`src/rtl/sklansky_mp_add_ctrl.sv`:
```
// Multi-precision add/subtract sequencer that runs one 16-bit Sklansky prefix
// adder over WORDS slices, least significant slice first, with a carry register between slices.
module sklansky_mp_add_ctrl #(
  parameter int W     = 16,
  parameter int WORDS = 4
) (
  input  logic             clk,
  input  logic             rst,
  input  logic             start,
  input  logic             sub,
  input  logic [W*WORDS-1:0] a,
  input  logic [W*WORDS-1:0] b,
  output logic             busy,
  output logic             done,
  output logic [W*WORDS-1:0] result,
  output logic             cout,
  output logic             overflow
);

  localparam int IW = (WORDS > 1) ? $clog2(WORDS) : 1;
  localparam int LG = $clog2(W);

  typedef enum logic {IDLE, RUN} state_t;

  state_t                    state_q, state_d;
  logic [IW-1:0]             idx_q, idx_d;
  logic                      c_q, c_d;
  logic [WORDS-1:0][W-1:0]   ra_q, ra_d, rb_q, rb_d, result_q, result_d;
  logic                      done_q, done_d;
  logic                      cout_q, cout_d;
  logic                      ovf_q, ovf_d;
  logic [W:0]                add_o;

  // Sklansky parallel-prefix adder: at level l every bit whose index has bit l
  // set merges with the top bit of the lower half of its 2^(l+1) block.
  function automatic logic [W:0] sklansky_add(input logic [W-1:0] x,
                                              input logic [W-1:0] y,
                                              input logic         ci);
    logic [W-1:0] g, p, gg, pp;
    logic [W:0]   c;
    int           j;
    g  = x & y;
    p  = x ^ y;
    gg = g;
    pp = p;
    for (int l = 0; l < LG; l++) begin
      for (int i = 0; i < W; i++) begin
        if (i[l]) begin
          j = ((i >> l) << l) - 1;
          gg[i] = gg[i] | (pp[i] & gg[j[LG-1:0]]);
          pp[i] = pp[i] & pp[j[LG-1:0]];
        end
      end
    end
    c[0] = ci;
    for (int i = 0; i < W; i++) c[i+1] = gg[i] | (pp[i] & ci);
    return {c[W], p ^ c[W-1:0]};
  endfunction

  always_comb begin
    add_o = sklansky_add(ra_q[idx_q], rb_q[idx_q], c_q);
  end

  always_comb begin
    state_d  = state_q;
    idx_d    = idx_q;
    c_d      = c_q;
    ra_d     = ra_q;
    rb_d     = rb_q;
    result_d = result_q;
    done_d   = 1'b0;
    cout_d   = cout_q;
    ovf_d    = ovf_q;
    case (state_q)
      IDLE: begin
        if (start) begin
          ra_d     = a;
          rb_d     = sub ? ~b : b;
          c_d      = sub;
          idx_d    = '0;
          result_d = '0;
          state_d  = RUN;
        end
      end
      RUN: begin
        result_d[idx_q] = add_o[W-1:0];
        c_d             = add_o[W];
        idx_d           = idx_q + 1'b1;
        if (idx_q == IW'(WORDS - 1)) begin
          // rb already holds ~b for subtraction, so one overflow rule covers both
          state_d = IDLE;
          idx_d   = '0;
          done_d  = 1'b1;
          cout_d  = add_o[W];
          ovf_d   = (ra_q[WORDS-1][W-1] == rb_q[WORDS-1][W-1]) &&
                    (add_o[W-1] != ra_q[WORDS-1][W-1]);
        end
      end
      default: state_d = IDLE;
    endcase
  end

  always_ff @(posedge clk) begin
    if (rst) begin
      state_q  <= IDLE;
      idx_q    <= '0;
      c_q      <= 1'b0;
      result_q <= '0;
      done_q   <= 1'b0;
      cout_q   <= 1'b0;
      ovf_q    <= 1'b0;
    end else begin
      state_q  <= state_d;
      idx_q    <= idx_d;
      c_q      <= c_d;
      result_q <= result_d;
      done_q   <= done_d;
      cout_q   <= cout_d;
      ovf_q    <= ovf_d;
    end
  end

  always_ff @(posedge clk) begin
    ra_q <= ra_d;
    rb_q <= rb_d;
  end

  assign busy     = (state_q == RUN);
  assign done     = done_q;
  assign result   = result_q;
  assign cout     = cout_q;
  assign overflow = ovf_q;

endmodule

```
`config.mk`:
```
export PLATFORM = sky130hd
export DESIGN_NAME = sklansky_mp_add_ctrl
export DESIGN_NICKNAME = d
export VERILOG_FILES = /design/src/rtl/sklansky_mp_add_ctrl.sv
export SDC_FILE = /design/constraint.sdc
export NUM_CORES = 1
export LEC_CHECK = 0
export ABC_AREA = 1
export CAP_MARGIN = 20
export CORE_MARGIN = 2
export CORE_UTILIZATION = 54
export CTS_BUF_LIST = sky130_fd_sc_hd__clkbuf_8
export CTS_CLUSTER_SIZE = 14
export DETAILED_ROUTE_END_ITERATION = 7
export DONT_BUFFER_PORTS = 1
export GPL_TIMING_DRIVEN = 1
export HOLD_SLACK_MARGIN = 0.12
export PLACE_DENSITY = 0.82
export SLEW_MARGIN = 10
export SYNTH_ARGS = -nofsm -noshare
export SYNTH_HDL_FRONTEND = slang
export SYNTH_SLANG_ARGS = --single-unit
```
`constraint.sdc`:
```
create_clock -name clk -period 3.1 [get_ports clk]
set_input_delay 0.465 -clock clk [delete_from_list [all_inputs] [get_ports clk]]
set_output_delay 0.465 -clock clk [all_outputs]
set_load 0.01 [all_outputs]
```
==> metrics.md <==
| Metric | Value |
|---|---|
| EDFF count, synth | `128` |
| CP required | `3510 ps` |
| Fraction of layout cells with a size suffix above 1 | `8.58%` |
| GRT Util Overall | `24.7%` |
| Synthesized area | `8770 µm²` |
| Crit path max fanout | `35` |
| Yosys warnings | `0` |
| Postcts setup bufs | `0` |
| Hold-fix buffers at CTS | `65` |
| Final total power | `5.89 mW` |
| Die X | `131 µm` |
| Register area share after synthesis | `60.1%` |
| Pin count of the biggest net entering global routing | `130` |
| Worst Hold Class | `in2reg` |
| Placed Area | `8980 µm²` |
| Critical path's slowest cell | `buf_4` |
| CP cell instances | `buf_4 > o21ai_0 > o22ai_1 > ha_1 > nand2_2 > inv_2 > nand2_1 > nand2_2 > nand2_1 > nand2_1 > nand2_1 > nand3_1 > nand2_1 > nand3_1 > a21oi_1` |
| First-pass GRT wire length | `33100 µm` |
| Max IR drop VDD | `0.308 mV` |
| Setup TNS | `0 ps` |
| Total CTS buffers | `17` |
| Hpwl dp | `13800 µm` |
| Vias in the first global route | `6109` |
| Area growth syn-to-layout | `14.5%` |
| Root buffer cell | `clkbuf_8` |
| Sink Count | `199` |
| Leak | `3.74 nW` |
| Post-route ant nets | `0` |
| Die area | `17300 µm²` |
| Syn avg cell area | `10.4 µm²` |
| Pre-CTS setup slack | `464 ps` |
| Ys flop type | `edfxtp_1` |
| Unrepaired setup endpoints after global routing | `no` |
| Max-slew violations | `0` |
| Drt total wl | `21200 µm` |
| Hold Fails Final Rpt | `0` |
| Vias/cell | `5.54` |
| Fmax | `366 MHz` |
| DR iter-0 viols | `560` |
| Wire length per cell after detailed routing | `18.9 µm` |
| # IOs | `200` |
| R2R Setup Slk | `370 ps` |
| Async set-reset flop share out of synthesis | `0%` |
| Power Density | `587 nW/µm²` |
| Worst EP arrival | `3140 ps` |
| Chip height | `131 µm` |
| RePlAce Congestion | `0.860` |
| Worst setup margin | `367 ps` |
| Final setup vio count | `0` |
| Remaining DRCs | `0` |
| Nets@finish | `1049` |
| Number of antenna repair diodes | `0` |
| Post-Synthesis Cells | `844` |
| Max-cap viol count | `0` |
| Drt pass-1 iters | `7` |
| Final Cycle Share | `88.1%` |
| Max-slew headroom | `39.0%` |
| Outcome | `finished, final reports clean` |
| Slew @ Worst Pin | `911 ps` |
| Synthesized net count | `997` |
| WS Path Type | `reg2reg` |
| Initial core utilization | `55.2%` |
| H-tree levels | `4` |
| Antenna violations before repair | `0` |
| Longest Clk Path Bufs | `2` |
| Worst Setup End Kind | `flip-flop` |
| Clk Latency, worst-skew pair | `480 ps` |
| CTS tree | `done` |
| Critical path startpoint category | `flip-flop` |
| Number of synthesized register bits | `199` |
| # rows | `46` |
| CTS clk-pin slew, worst paths | `100 ps` |
| Bufs and invs on worst path | `2` |
| Yosys cell types | `38` |
| Final min period | `2730 ps` |
| Core area | `15900 µm²` |
| Largest delay contributor family on the critical path | `simple AND/OR/NAND/NOR gates` |
| CP most frequent cell | `nand2_1` |
| Vias | `6234` |
| CP peak stage delay | `350 ps` |
| Setup Skew | `13.7 ps` |
| Cts repair resizes | `0` |
| GRT overflow | `0` |
| IO Port Bufs | `0` |
| Final instance area | `10000 µm²` |
## flip-flops by register name, summed over array words and instances (netlist names)
signal    flops
result       64
busy          1
c_q           1
overflow      1
idx_q         2
rb_q         64
ra_q         64
done          1
cout          1
## stage by stage
stage	utilization (%)	instances	hold slack, ps
after floorplan	-	844	476
after global placement	56.5	1028	490
after detailed placement	56.5	1028	496
after CTS	63.2	1125	149
after global routing	63.2	1125	148
final	63.2	1125	179
## worst reg2reg max path, delay by kind of cell, from the launching register on
kind                     cells  cell delay [ps]
AO/OA/AOI/OAI                3              660
adder cells (fa/ha/maj)      1              340
buffers and inverters        2              390
flip-flops                   1              340
AND/OR/NAND/NOR              9              930
## placed cells by master (no fill, tap or decap), types with 32 or more instances in the layout
| cell | instances |
|---|---|
| nor2_1 | 78 |
| nand3_1 | 61 |
| o22ai_1 | 32 |
| a21oi_1 | 60 |
| edfxtp_1 | 128 |
| inv_1 | 32 |
| dfxtp_1 | 70 |
| xor2_1 | 66 |
| nand2_1 | 135 |
| dlygate4sd3_1 | 64 |
| o21ai_0 | 65 |
## metal layers
metal  vias to the layer above  routed length, µm  track usage [%]
met2                       269               9950             38.7
met3                        35               1840             8.76
met4                         0                473             9.18
met1                      2921               8970             31.8
li1                       3009                  -                -
met5                         -                  0                0
## logic make-up after synthesis
logic type / Yosys count / synth area share, %
AND/OR/NAND/NOR: 305 / 15.6
flip-flops: 199 / 60.1
AO/OA/AOI/OAI: 169 / 10.6
buffers and inverters: 83 / 4.00
XOR/XNOR: 67 / 6.69
adder cells (fa/ha/maj): 21 / 3.08
## Yosys cell counts, types with 3 or more instances
| library cell | number | area [µm²] |
|---|---|---|
| a21oi_1 | 60 | 300 |
| a21oi_2 | 3 | 26.3 |
| buf_2 | 16 | 80.1 |
| buf_4 | 5 | 37.5 |
| clkbuf_1 | 21 | 78.8 |
| clkinv_1 | 4 | 15.0 |
| dfxtp_1 | 71 | 1420 |
| edfxtp_1 | 128 | 3840 |
| ha_1 | 20 | 250 |
| inv_1 | 34 | 128 |
| nand2_1 | 135 | 507 |
| nand2_2 | 8 | 50.1 |
| nand3_1 | 63 | 315 |
| nand3_2 | 3 | 30.0 |
| nor2_1 | 78 | 293 |
| nor2_4 | 6 | 67.6 |
| o21ai_0 | 66 | 330 |
| o22ai_1 | 32 | 200 |
| xor2_1 | 66 | 578 |
## final cells by class
cell class              instances  area, µm²
multi-input cells             562       3160
inverters                      40        163
clock inverters                15        161
repair buffers                 76        781
clock buffers                  17        234
flip-flops and latches        199       5270
well taps                     216        270
fillers                      1270       5850
## power breakdown
group          internal, mW  leakage, nW  total (mW)  switching, mW
sequential             3.00         1.79        3.09         0.0912
clock                 0.735        0.201        1.70          0.963
combinational         0.381         1.75        1.10          0.719
total                  4.12         3.74        5.89           1.77
## final timing paths
path | startpoint | to | depth (start not counted)
worst min register to register | result[0]$_SDFFE_PP0P_ | result[0]$_SDFFE_PP0P_ | 2
worst min-delay path | b[45] | rb_q[45]$_DFFE_PP_ | 1
worst max register to register | idx_q[1]$_SDFFE_PP0P_ | result[27]$_SDFFE_PP0P_ | 15
worst max-delay path | idx_q[1]$_SDFFE_PP0P_ | result[27]$_SDFFE_PP0P_ | 15
Power figures use the tool's default switching activity.
